[config.mk]
export PLATFORM = sky130hd
export DESIGN_NAME = ap_cam_array
export DESIGN_NICKNAME = d
export VERILOG_FILES = /design/src/rtl/ap_pkg.sv /design/src/rtl/ap_prio_enc.sv /design/src/rtl/ap_cam_array.sv
export SDC_FILE = /design/constraint.sdc
export NUM_CORES = 1
export LEC_CHECK = 0
export BUFFER_PORTS_ARGS = -buffer_cell sky130_fd_sc_hd__clkbuf_2
export CAP_MARGIN = 20
export CORE_ASPECT_RATIO = 1.75
export CORE_UTILIZATION = 40
export DETAILED_ROUTE_END_ITERATION = 16
export GPL_TIMING_DRIVEN = 0
export PLACE_DENSITY_LB_ADDON = 0.12
export SYNTH_ARGS = -nofsm -noshare
export SYNTH_HDL_FRONTEND = slang
export SYNTH_HIERARCHICAL = 1
export SYNTH_SLANG_ARGS = --single-unit
export TNS_END_PERCENT = 20
[constraint.sdc]
create_clock -name clk -period 5.3 [get_ports clk]
set_input_delay 1.325 -clock clk [delete_from_list [all_inputs] [get_ports clk]]
set_output_delay 1.325 -clock clk [all_outputs]
set_load 0.005 [all_outputs]
[src/rtl/ap_pkg.sv]
// Shared opcode, tag-mode and drain-state encodings for the associative-processor array.
package ap_pkg;

  localparam int unsigned AP_OP_W     = 3;
  localparam int unsigned AP_TM_W     = 2;
  localparam int unsigned AP_MAX_ROWS = 256;

  typedef enum logic [AP_OP_W-1:0] {
    AP_NOP      = 3'd0,
    AP_LOAD     = 3'd1,
    AP_COMPARE  = 3'd2,
    AP_WRITE    = 3'd3,
    AP_SET_TAGS = 3'd4,
    AP_CLR_TAGS = 3'd5,
    AP_DRAIN    = 3'd6,
    AP_RSVD     = 3'd7
  } ap_op_e;

  typedef enum logic [AP_TM_W-1:0] {
    TM_REPLACE = 2'd0,
    TM_AND     = 2'd1,
    TM_OR      = 2'd2,
    TM_RSVD    = 2'd3
  } ap_tmode_e;

  typedef enum logic [1:0] {
    ST_IDLE  = 2'd0,
    ST_DRAIN = 2'd1,
    ST_DONE  = 2'd2
  } ap_state_e;

  // Tag vectors up to AP_MAX_ROWS wide are zero-extended by the caller.
  function automatic int unsigned popcount(input logic [AP_MAX_ROWS-1:0] v);
    int unsigned n;
    n = 0;
    for (int unsigned i = 0; i < AP_MAX_ROWS; i++) n += 32'(v[i]);
    return n;
  endfunction

endpackage

[src/rtl/ap_prio_enc.sv]
// Lowest-set-bit priority encoder with an any-bit-set flag.
module ap_prio_enc #(
  parameter  int unsigned N     = 16,
  localparam int unsigned IDX_W = $clog2(N)
) (
  input  logic [N-1:0]     req,
  output logic [IDX_W-1:0] idx,
  output logic             any
);

  // Scan from the top so the lowest set bit wins.
  always_comb begin
    idx = '0;
    for (int i = int'(N) - 1; i >= 0; i--) begin
      if (req[i]) idx = IDX_W'(i);
    end
  end

  assign any = |req;

endmodule

[src/rtl/ap_cam_array.sv]
// Associative-processor storage array: masked compare/write over tagged rows,
// direct row load, and a streaming drain of tagged rows lowest index first.
module ap_cam_array
  import ap_pkg::*;
#(
  parameter  int unsigned ROWS  = 16,
  parameter  int unsigned WIDTH = 8,
  localparam int unsigned ROW_W = $clog2(ROWS),
  localparam int unsigned CNT_W = $clog2(ROWS + 1)
) (
  input  logic             clk,
  input  logic             rstIn,
  input  logic             cmd_valid,
  output logic             cmd_ready,
  input  logic [2:0]       cmd_op,
  input  logic [1:0]       cmd_tmode,
  input  logic [ROW_W-1:0] cmd_row,
  input  logic [WIDTH-1:0] cmd_key,
  input  logic [WIDTH-1:0] cmd_mask,
  output logic [ROWS-1:0]  tag,
  output logic             tag_any,
  output logic [CNT_W-1:0] tag_count,
  output logic             out_valid,
  input  logic             out_ready,
  output logic [ROW_W-1:0] out_row,
  output logic [WIDTH-1:0] out_data,
  output logic             drain_done
);

  logic [WIDTH-1:0] mem_q [ROWS];
  logic [ROWS-1:0]  tag_q, tag_d;
  logic [ROWS-1:0]  match;
  ap_state_e        state_q, state_d;
  logic             rdy_q;
  logic [ROW_W-1:0] low_idx;
  logic             low_any;
  logic             cmd_fire, out_fire;
  ap_op_e           op;
  ap_tmode_e        tmode;

  assign op    = ap_op_e'(cmd_op);
  assign tmode = ap_tmode_e'(cmd_tmode);

  ap_prio_enc #(.N(ROWS)) u_prio_enc (
    .req (tag_q),
    .idx (low_idx),
    .any (low_any)
  );

  // rdy_q keeps cmd_ready low through reset and for the cycle it is released.
  assign cmd_ready  = rdy_q && (state_q == ST_IDLE);
  assign cmd_fire   = cmd_valid && cmd_ready;
  assign out_valid  = (state_q == ST_DRAIN) && low_any;
  assign out_fire   = out_valid && out_ready;
  assign out_row    = low_idx;
  assign out_data   = mem_q[low_idx];
  assign drain_done = (state_q == ST_DONE);
  assign tag        = tag_q;
  assign tag_any    = low_any;
  assign tag_count  = CNT_W'(popcount(AP_MAX_ROWS'(tag_q)));

  // Masked-out columns always count as matching.
  always_comb begin
    match = '0;
    for (int unsigned r = 0; r < ROWS; r++) begin
      match[r] = &(~(mem_q[r] ^ cmd_key) | ~cmd_mask);
    end
  end

  always_comb begin
    state_d = state_q;
    case (state_q)
      ST_IDLE:  if (cmd_fire && (op == AP_DRAIN)) state_d = ST_DRAIN;
      ST_DRAIN: if (!low_any) state_d = ST_DONE;
      ST_DONE:  state_d = ST_IDLE;
      default:  state_d = ST_IDLE;
    endcase
  end

  always_comb begin
    tag_d = tag_q;
    if (cmd_fire) begin
      case (op)
        AP_COMPARE: begin
          case (tmode)
            TM_AND:  tag_d = tag_q & match;
            TM_OR:   tag_d = tag_q | match;
            default: tag_d = match;
          endcase
        end
        AP_SET_TAGS: tag_d = '1;
        AP_CLR_TAGS: tag_d = '0;
        default:     tag_d = tag_q;
      endcase
    end
    if (out_fire) tag_d[low_idx] = 1'b0;
  end

  always_ff @(posedge clk) begin
    if (rstIn) begin
      state_q <= ST_IDLE;
      tag_q   <= '0;
      rdy_q   <= 1'b0;
    end else begin
      state_q <= state_d;
      tag_q   <= tag_d;
      rdy_q   <= 1'b1;
    end
  end

  // Array contents only change on accepted LOAD/WRITE, so they are frozen while draining.
  always_ff @(posedge clk) begin
    if (rstIn) begin
      for (int unsigned r = 0; r < ROWS; r++) mem_q[r] <= '0;
    end else if (cmd_fire) begin
      case (op)
        AP_LOAD: begin
          if (int'(cmd_row) < int'(ROWS)) mem_q[cmd_row] <= cmd_key;
        end
        AP_WRITE: begin
          for (int unsigned r = 0; r < ROWS; r++) begin
            if (tag_q[r]) mem_q[r] <= (mem_q[r] & ~cmd_mask) | (cmd_key & cmd_mask);
          end
        end
        default: ;
      endcase
    end
  end

endmodule
Word-level counts from Yosys, hierarchy flattened. Memories as Yosys holds them, arrays and structs flattened. Cells that the tools add are included.

Mux-type cells: 131. Magnitude comparators: 2. Bitwise gates (word level): 102. Add/sub/neg operators: 15. Reduce and logical (&&, ||, !) cells: 26. Equal/unequal tests: 12.

Operator list (count): $or 8x8->8 (32); $and 8x8->8 (17); $mux 8 (17); $not 8->8 (17); $reduce_and 8->1 (16); $xor 8x8->8 (16); $mux 1 (89); $mux 4 (17); $add 5x1->5 (11); $pmux 16 s3 (1); $and 16x16->16 (2); $mux 16 (2); $pmux 16 s2 (1); $not 16->16 (1); $or 1x1->1 (16); $or 16x16->16 (1); $reduce_or 16->1 (1); $eq 3x3->1 const B (3); $reduce_or 8->1 (1); $eq 3x2->1 const B (2); $logic_and 1x1->1 (6); $add 4x1->5 (1); $lt 4x5->1 const B (1); $add 3x1->4 (1); other kinds (13) (16).

Register bits after elaboration: 19. Memories: 1. Bits in writable memories: 128. Word-level logic and storage cells: 292. Output and inout bits: 37. Input bits: 29.

Memories: mem_q (words 16, bits a word 8, read ports 17, clocked after memory_dff 0, write ports 16, RTL line ap_cam_array.sv:30) `logic [WIDTH-1:0] mem_q [ROWS];`.

Logic depth before layout (Yosys ltp). Gate-level depths: netlist of run 1.

Word-level depth: 23. Mapped depth: 12. Mapped depth without buffers: 12.

Modules after synthesis. Netlist of run 1, hierarchy kept.

By module, submodules not included: ap_cam_array (sequential area each 4224.1 sq um, cells an instance 1121, area each 11616.1 sq um, times used 1); ap_prio_enc (sequential area each 0.0 sq um, cells an instance 34, area each 176.4 sq um, times used 1).

Worst setup path before layout of run 1. Ideal clock, no wire load.

Path kind: flip-flop to output port. Start point: reg tag_q[5] (netlist: tag[5]). End point: out tag_count[4]. Data required time: 3.975 ns. Arrival time: 3.406 ns. Setup slack: 0.569 ns. Path buffers: 0. Cell stages (with the launch flop): 12. Path through: dfxtp_1 > inv_1 > fa_1 > fa_1 > fa_1 > fa_1 > inv_1 > ha_1 > inv_1 > fa_1 > nor2b_1 > o21a_1.

Cells in the longest elaborated chain, start to end: 11.

RTL lines: start, declared (RTL line ap_cam_array.sv:31) `logic [ROWS-1:0] tag_q, tag_d;`; start signal, assigned (RTL line ap_cam_array.sv:106) `tag_q <= tag_d;`; $add 5x1->5 (11 in a row) (RTL line ap_pkg.sv:36) `for (int unsigned i = 0; i < AP_MAX_ROWS; i++) n += 32'(v[i]);`; end, declared (RTL line ap_cam_array.sv:22) `output logic [CNT_W-1:0] tag_count,`.

Every way passes these cells.

Worst setup path in the final report of run 1.
Start point: reg tag_q[14] (netlist: tag[14]). End point: out out_data[2].

Cells in the longest elaborated chain, start to end: 16.

RTL lines: $mux 4 (15 in a row) (RTL line ap_prio_enc.sv:15) `if (req[i]) idx = IDX_W'(i);`; $mem_v2 16x8; end, declared (RTL line ap_cam_array.sv:26) `output logic [WIDTH-1:0] out_data,`.

Every way passes these cells.

==> run metrics, run 1 <==
status complete, no violations; Routed Antenna Nets 0; Nets between 1000 and 1500; Cell Area, Synth 11790 um^2; wire per inst 28.29 um; initial core utilization 0.4090; sequential share of power 0.384; Slew Limit Fails 0; path type of the worst setup path reg -> out; worst path arrival time 3.84 ns; combinational group share of total power 0.250; worst min path class reg -> reg; TritonCTS Buffers 17; clock power share 0.367; sw frac 0.3260; WP data required 3.97 ns; Hold Vio Cnt, Final 0; R2R depth 11; max cap viols 0; worst slack, placed 0.1996 ns; vias in the first global route just over 10000; total track usage 0.3064; clock skew 0.01066 ns; hold depth 1; TritonRoute pass-1 iters 5; vias 10556; Worst Path Max Fanout 10; H-tree depth 4; fillers 2806; number of synthesized flops with an enable pin 128; FF+latch area 4258 um^2; area growth from synthesis to layout 12.85%; Net Count, Synth 1201; Antenna Cells 0; GRT overflow 0; initial antenna violation count 0; Achievable Freq slightly below 200 MHz; clk slew on worst S/H paths 0.07 ns; Max Root-Sink Buffers 2; Seq cells post-synth roughly 150; DP Wirelength 36100 um; crit path capture type output pin; slowest CP cell dfxtp_1; VDD IR-drop max 0.0002606 V; Top FF cell, synth edfxtp_1; port bufs 56; net switching power ~1.2 mW; layout cells sized above 1 0.1995; Clk Latency, worst-skew pair 0.46 ns; synthesized netlist cell count 1155; final WL 46290 um; Netlist cell types 65; Starting DRT DRC Count 950; Vias/cell ~6.5; root buf cell clkbuf_16; footprint of the multi-input gates 6899 um^2; DIE WIDTH 131.8 um; Lkg Pwr 4.941 nW; Pwr Density 268.4 nW/um^2; first-pass GRT wire length around 67000 um; Pint 2.407 mW; die height 229.1 um; I/O Pins 66; crit start category flip-flop; DRC Markers 0; Worst Max-Slew Pin Slew ~1.2 ns; sequential share of the synthesized area 0.3582; # rows 82; RSZ-0062 raised after global routing yes; Core ar. around 29000 um^2; asr flop ratio synth 0; min Tclk post-route 5.162 ns; setup violators final 0; cell breakdown of the critical path nor2_1, o31ai_1, nand2_1, a31oi_1, clkbuf_4, buf_2, buf_2, mux4_2, mux4_2, clkbuf_2; CP peak stage delay 0.58 ns; CTS tree yes; max_slew headroom 0.1951; Layout Utilization 0.4616; CP top delay family buffers and inverters; Synth warnings 6; post-route setup slack 0.1383 ns; full die area 30200 um^2; largest net degree at the start of global routing 17; clock sinks 147; CP Buf/Inv Count 4; Post-Route Setup TNS 0 ns; final total power approximately 3.6 mW; Final period util 0.9739; CP Depth 10; synthesized area per cell slightly above 10 um^2; placer's final routability congestion estimate 0.9773
## cells in the final DEF (no fill, tap or decap), drive strengths merged, types with 40 or more instances in the layout
master,instances
mux4,40
nand2,91
a221o,64
nand3,49
xor2,128
edfxtp,128
inv,42
or4b,44
buf,55
clkbuf,156
a21oi,67
nor3b,65
a22oi,64
## final cells by class
type                       count  share of cell area
buffer                       123             0.03996
clock buffer                  17             0.03197
clock inverter                15             0.01363
inverter                      39             0.01100
multi-input combinational    846              0.5184
sequential                   147              0.3199
tap                          378             0.03554
timing repair buffer          71             0.02952
## metal layers
layer	wire length [um]	track usage	part of all wire
met5	0	0	0
met4	3364	0.2238	0.073
met3	2474	0.03962	0.053
met2	23780	0.5362	0.51
met1	16670	0.3389	0.36
## cells in the mapped netlist (4+ instances only)
cell type  count  area [um^2]
edfxtp_1     128         3844
xor2_1       128         1121
nand2_1       91        341.6
clkbuf_1      80        300.3
a21oi_1       67        335.3
nor3b_1       65        488.0
a22oi_1       64        480.5
a221o_1       63        630.6
nand3_1       49        245.2
or4b_2        42        420.4
mux4_2        40        900.9
inv_1         38        142.6
o21ai_0       32        160.2
nand4_1       27        168.9
buf_2         26        130.1
dfxtp_1       19        380.4
a31oi_1       18        112.6
nand3b_1      17        127.6
nor2_1        16        60.06
and2_1        13        81.33
o221ai_1      12        105.1
buf_1         10        37.54
fa_1          10        200.2
nor2b_1        9        56.30
ha_1           7        87.58
nor4_4         7        148.9
a21o_1         6        45.04
nand2b_1       5        31.28
a211o_1        4        35.03
and4_1         4        35.03
buf_4          4        30.03
nor4_2         4        50.05
o2111ai_1      4        35.03
o41a_1         4        45.04
## final timing paths
path	slack, ns	endpoint	from
worst min-delay path	0.52	state_q[1]	state_q[1]
worst min register to register	0.52	state_q[1]	state_q[1]
worst max-delay path	0.14	out_data[2]	tag[14]
worst max register to register	2.01	tag[13]	tag[14]
## per-stage QoR
stage	cells	hold slack (ns)	instance area, um^2
CTS	1627	0.5299	13230
detailed placement	1589	0.5183	12550
finish	1636	0.5240	13310
floorplan	1155	0.4735	11790
global placement	1589	0.5151	12550
global route	1636	0.5592	13310
## state kept, by name, summed over array words and instances, names as in the netlist
signal,cells
mem_q,128
tag,16
state_q,2
rdy_q,1
## what timing repair did
action / 4_1_cts / 5_1_grt
hold buffers: 0 / 0
endpoints found under the setup margin: 10 / 10
gates resized for setup: 18 / 6
buffers inserted: 6 / 9
pin swaps: 0 / 0
## kinds of logic after synthesis
kind of cell | Yosys count | share of synthesized area
simple gates | 377 | 0.2140
mux | 40 | 0.07639
flops | 147 | 0.3582
fa+ha+maj | 17 | 0.02440
compound gates | 282 | 0.1735
xor+xnor | 130 | 0.09655
buf+inv | 162 | 0.05698
## power by group through the flow
stage | sequential (mW) | clock [mW] | combinational, mW
3_3_place_gp | 1.40 | 0 | 0.853
5_1_grt | 1.38 | 1.35 | 0.937
6_report | 1.37 | 1.31 | 0.892
2_1_floorplan | 1.38 | 0 | 0.557
4_1_cts | 1.37 | 1.31 | 0.873
3_5_place_dp | 1.40 | 0 | 0.865
Power figures use the tool's default switching activity.
==> run 2, diff against run 1 <==
RECOVER_POWER = 25   (was default)
==> run 2 against run 1 <==
Net effect: die area unchanged; critical path depth unchanged; cell area about the same; clock skew about the same; register-to-register slack about the same; worst setup slack got worse by 0.0035 ns; flip-flop and latch count unchanged; highest routed layer unchanged; sequential power about the same; critical endpoint unchanged.
==> run metrics, run 2 (synthesis results as in run 1) <==
Worst Max-Slew Pin Slew approximately 1.2 ns; min Tclk post-route 5.165 ns; clock sinks 147; clock skew 0.01043 ns; full die area between 30000 and 40000 um^2; combinational group share of total power 0.250; final total power between 3 and 4 mW; most frequent cells in the layout 128 x xor2_1, 128 x edfxtp_1, 91 x nand2_1; clock power share 0.367; hold depth 1; initial core utilization 0.4090; Routed Antenna Nets 0; number of flip-flops in the largest register 128; DP Wirelength 36100 um; worst min path class reg -> reg; total track usage 0.3064; Vias/cell 6.454; final WL 46310 um; CP top delay family buffers and inverters; die height 229.1 um; largest net degree at the start of global routing 17; sequential share of power 0.384; first-pass GRT wire length 66590 um; layout cells sized above 1 0.1987; RSZ-0062 raised after global routing yes; crit path capture type output pin; Core ar. 28830 um^2; Worst Path Max Fanout 10; setup violators final 0; CP Buf/Inv Count 4; VDD IR-drop max 0.0002607 V; R2R depth 11; initial antenna violation count 0; Final Hold Slack ~0.52 ns; Largest Register mem_q; vias in the first global route 10141; path type of the worst setup path reg -> out; max cap viols 0; CP peak stage delay 0.58 ns; final std cells w/o fill 1636; max_slew headroom 0.1951; clk slew on worst S/H paths 0.07 ns; Hold Vio Cnt, Final 0; net switching power roughly 1.2 mW; Pwr Density approximately 270 nW/um^2; CTS tree yes; Nets 1291; placer's final routability congestion estimate 0.9773; I/O Pins 66; slowest CP cell dfxtp_1; CP Depth 10; sw frac 0.3261; cell breakdown of the critical path nor2_1, o31ai_1, nand2_1, a31oi_1, clkbuf_4, buf_2, buf_2, mux4_2, mux4_2, clkbuf_2; Slew Limit Fails 0; Antenna Cells 0; DIE WIDTH 131.8 um; area growth from synthesis to layout 12.82%; root buf cell clkbuf_16; Clk Latency, worst-skew pair roughly 0.46 ns; crit start category flip-flop; TritonCTS Buffers 17; vias 10558; Final period util 0.9746; status complete, no violations; DRC Markers 0; H-tree depth 4; # rows 82; wire per inst around 28 um; Starting DRT DRC Count 950; Inst Count DP 1589; Pint between 2 and 2.5 mW; TritonRoute pass-1 iters 6; Max Root-Sink Buffers 2; WP data required around 4 ns; port bufs 56; Lkg Pwr 4.936 nW; worst path arrival time around 3.8 ns; Achievable Freq about 190 MHz; GRT overflow 0
## run 2: worst register-to-register path: cells and delay by family, from the launching register on
family | cells | cell delay (ns)
flops | 1 | 0.44
buf+inv | 4 | 1.26
simple gates | 1 | 0.40
compound gates | 6 | 1.06
## run 2: layout make-up
cell class              instances  area, um^2
plain buffers                 123       531.8
clock buffers                  17       425.4
clock inverters                15       181.4
fillers                      2808       15530
inverters                      39       146.4
multi-input cells             846        6899
flip-flops and latches        147        4258
well taps                     378       473.0
repair buffers                 71       389.1
## run 2: timing repair
item | 4_1_cts | 5_1_grt
buffers inserted | 6 | 9
hold buffers | 0 | 0
endpoints found under the setup margin | 10 | 10
pin swaps | 0 | 0
resized for setup | 18 | 6
## run 2: stage by stage
step           utilization  setup slack [ns]  setup TNS, ns  instance area, um^2
5_1_grt             0.4615         -0.009893      -0.009893                13300
6_report            0.4615            0.1348              0                13300
3_5_place_dp        0.4352            0.1996              0                12550
4_1_cts             0.4589          0.001803              0                13230
2_1_floorplan            -            0.5690              0                11790
3_3_place_gp        0.4352            0.2711              0                12550
## run 2: path summary, 6_finish.rpt
path	slack, ns	start	end
setup / recovery	0.13	tag[14]	out_data[2]
hold / removal	0.52	state_q[1]	state_q[1]
setup reg to reg	2.01	tag[14]	tag[13]
hold reg to reg	0.52	state_q[1]	state_q[1]
## run 2: power groups by stage
stage / clock, mW / combinational, mW / sequential (mW)
6_report: 1.31 / 0.892 / 1.37
3_5_place_dp: 0 / 0.865 / 1.40
2_1_floorplan: 0 / 0.557 / 1.38
3_3_place_gp: 0 / 0.853 / 1.40
4_1_cts: 1.31 / 0.873 / 1.37
5_1_grt: 1.35 / 0.937 / 1.38
## run 2: metal layers
| layer | vias to the layer above | part of all wire | GRT usage |
|---|---|---|---|
| li1 | 4657 | - | - |
| met1 | 5253 | 0.36 | 0.3389 |
| met2 | 503 | 0.51 | 0.5362 |
| met3 | 145 | 0.055 | 0.03962 |
| met4 | 0 | 0.073 | 0.2238 |
| met5 | - | 0 | 0 |
==> run 3, diff against run 2 <==
SYNTH_HIERARCHICAL = default   (was 1)
==> run 3 against run 2 <==
Net effect: the flow now finishes with violations (capacitance limit, slew limit); non-clock buffer count rose by 15; maximum frequency fell by 1.1%; cell area is 0.31% lower; final cell count increased by 9.7%; clock power increased by 11%; core utilization is 0.14 points lower; synthesized area shrank 0.16%; worst setup slack worse by 0.056 ns; sequential share of layout area about the same; clock skew is 0.0043 ns higher; power grew 7.2%; largest power group is now clock.
==> run metrics, run 3 <==
status finished, violations left; failing checks capacitance limit, slew limit; DIE WIDTH 131.7 um; setup violators final 0; number of synthesized flops with an enable pin 128; sequential share of power 0.368; area growth from synthesis to layout 12.65%; Post-DP Area 12560 um^2; synth cell count leaders 148 x nand2_1, 128 x edfxtp_1, 122 x xnor2_1; worst path arrival time roughly 3.9 ns; largest net degree at the start of global routing 17; crit start category flip-flop; wire per inst 34.25 um; Largest Register mem_q; Lkg Pwr about 5.2 nW; DRC Markers 0; top-area cell type share of the netlist area 0.3265; clk slew on worst S/H paths ~0.07 ns; Worst Path Max Fanout 10; commonest non-fill, non-tap cell in the layout nand2_1; Final period util 0.9852; crit path capture type output pin; Antenna Cells 0; TritonCTS Buffers 17; Worst Max-Slew Pin Slew 1.811 ns; sequential share of the synthesized area 0.3588; Vias/cell between 6 and 7; Starting DRT DRC Count 1554; first-pass GRT wire length 87330 um; vias 12397; Synth area leader edfxtp_1; initial antenna violation count 1; H-tree depth 4; Cell Area, Synth around 12000 um^2; Nets 1451; Core ar. 28830 um^2; net switching power 1.301 mW; Netlist cell types ~70; Synth warnings 0; max cap viols 1; Seq cells post-synth 147; combinational group share of total power 0.255; Routed Antenna Nets 0; Pwr Density 288.8 nW/um^2; Max Root-Sink Buffers 2; Inst Count DP 1759; GRT overflow 0; max_slew headroom -0.2182; Pint between 2 and 3 mW; Top FF cell, synth edfxtp_1; full die area 30150 um^2; TritonRoute pass-1 iters 7; clock sinks 147; root buf cell clkbuf_16; layout cells sized above 1 0.1016; vias in the first global route 12019; path type of the worst setup path reg -> out; clock skew 0.01476 ns; Clk Latency, worst-skew pair 0.47 ns; initial core utilization 0.4084; Synth area leaders edfxtp_1 33%, xnor2_1 9.1%, a32o_1 5.4%; VDD IR-drop max 0.0002581 V; synthesized area per cell 8.893 um^2; final instance area 13260 um^2; CTS tree yes; Slew Limit Fails 7; WP data required 3.97 ns; post-route setup slack a little under 0.08 ns; RSZ-0062 raised after global routing yes; port bufs 53; clock power share 0.377; die height approximately 230 um; total track usage 0.4122; DP Wirelength 47620 um; synthesized netlist cell count 1324; Achievable Freq 191.5 MHz; number of flip-flops in the largest register 128; min Tclk post-route between 5 and 6 ns; final std cells w/o fill 1795; Net Count, Synth ~1400; # rows 82; asr flop ratio synth 0; worst slack, placed -0.1558 ns; most frequent cells in the layout 148 x nand2_1, 128 x edfxtp_1, 126 x clkbuf_1; worst min path class reg -> reg; fillers 2938; Hold Vio Cnt, Final 0; most numerous cell in the Yosys netlist nand2_1; I/O Pins 66; placer's final routability congestion estimate 1.079; final WL 61490 um; sw frac 0.3396
==> run 3: power by group through the flow <==
| stage | combinational [mW] | sequential, mW | clock [mW] |
|---|---|---|---|
| 6_report | 0.975 | 1.41 | 1.45 |
| 5_1_grt | 1.02 | 1.41 | 1.49 |
| 4_1_cts | 0.938 | 1.40 | 1.44 |
| 3_5_place_dp | 0.923 | 1.43 | 0 |
| 3_3_place_gp | 0.916 | 1.43 | 0 |
| 2_1_floorplan | 0.566 | 1.38 | 0 |
==> run 3: logic make-up (layout without fill, tap and decap cells) <==
| family | count (synthesis) | in the layout | share of synthesized area |
|---|---|---|---|
| AOI/OAI and AO/OA | 463 | 463 | 0.2916 |
| xor gates and xnor gates | 131 | 131 | 0.09745 |
| adders and majority gates | 18 | 18 | 0.02550 |
| buffers and inverters | 196 | 289 | 0.06716 |
| DFF | 147 | 147 | 0.3588 |
| and+or+nand+nor | 369 | 369 | 0.1595 |
==> run 3: path summary, 6_finish.rpt <==
path | start | end | slack [ns] | cells after the start
max | tag[8] | out_data[5] | 0.08 | 9
min | state_q[1] | state_q[1] | 0.53 | 1
max reg2reg | state_q[1] | mem_q[9][5] | 1.23 | 8
min reg2reg | state_q[1] | state_q[1] | 0.53 | 1
==> run 3: routing by layer <==
metal,track usage,part of all wire
met1,0.4521,0.35
met2,0.6753,0.47
met3,0.07297,0.080
met4,0.3779,0.10
met5,0,0.00021
==> run 3: final cells by class <==
type / count / area, um^2 / share of cell area
Multi-Input combinational cell: 981 / 6773 / 0.5107
Sequential cell: 147 / 4244 / 0.3200
Buffer: 145 / 596.8 / 0.04500
Tap cell: 378 / 473.0 / 0.03566
Clock buffer: 22 / 454.2 / 0.03425
Timing Repair Buffer: 64 / 334.1 / 0.02519
Clock inverter: 10 / 207.7 / 0.01566
Inverter: 48 / 180.2 / 0.01358
==> run 3: what timing repair did <==
item                                    4_1_cts  5_1_grt
resized for setup                            15        2
pin swaps                                     3        1
endpoints found under the setup margin        4        2
gates cloned                                  0        0
hold endpoints to repair                      0        0
hold buffers                                  0        0
buffers inserted                              4        2
==> run 3: critical path: stages, from the launching register on <==
cell       delay [ns]
dfxtp_1          0.31
clkbuf_1         0.34
or3b_2           0.33
nand3_1          0.09
a2111oi_2        0.92
clkbuf_1         0.60
o211a_1          0.27
o21ai_0          0.14
nand4_1          0.27
clkbuf_2         0.15
==> run 3: metrics by stage <==
stage                     power, mW  hold WS, ns  utilization  setup TNS, ns
after detailed placement      2.353       0.5018       0.4356        -0.2519
after CTS                     3.782       0.5237       0.4605              0
after global routing          3.913       0.5454       0.4600     -0.0006728
after global placement        2.346       0.4978       0.4340        -0.1198
final                         3.830       0.5257       0.4600              0
after floorplan               1.944       0.4678            -              0
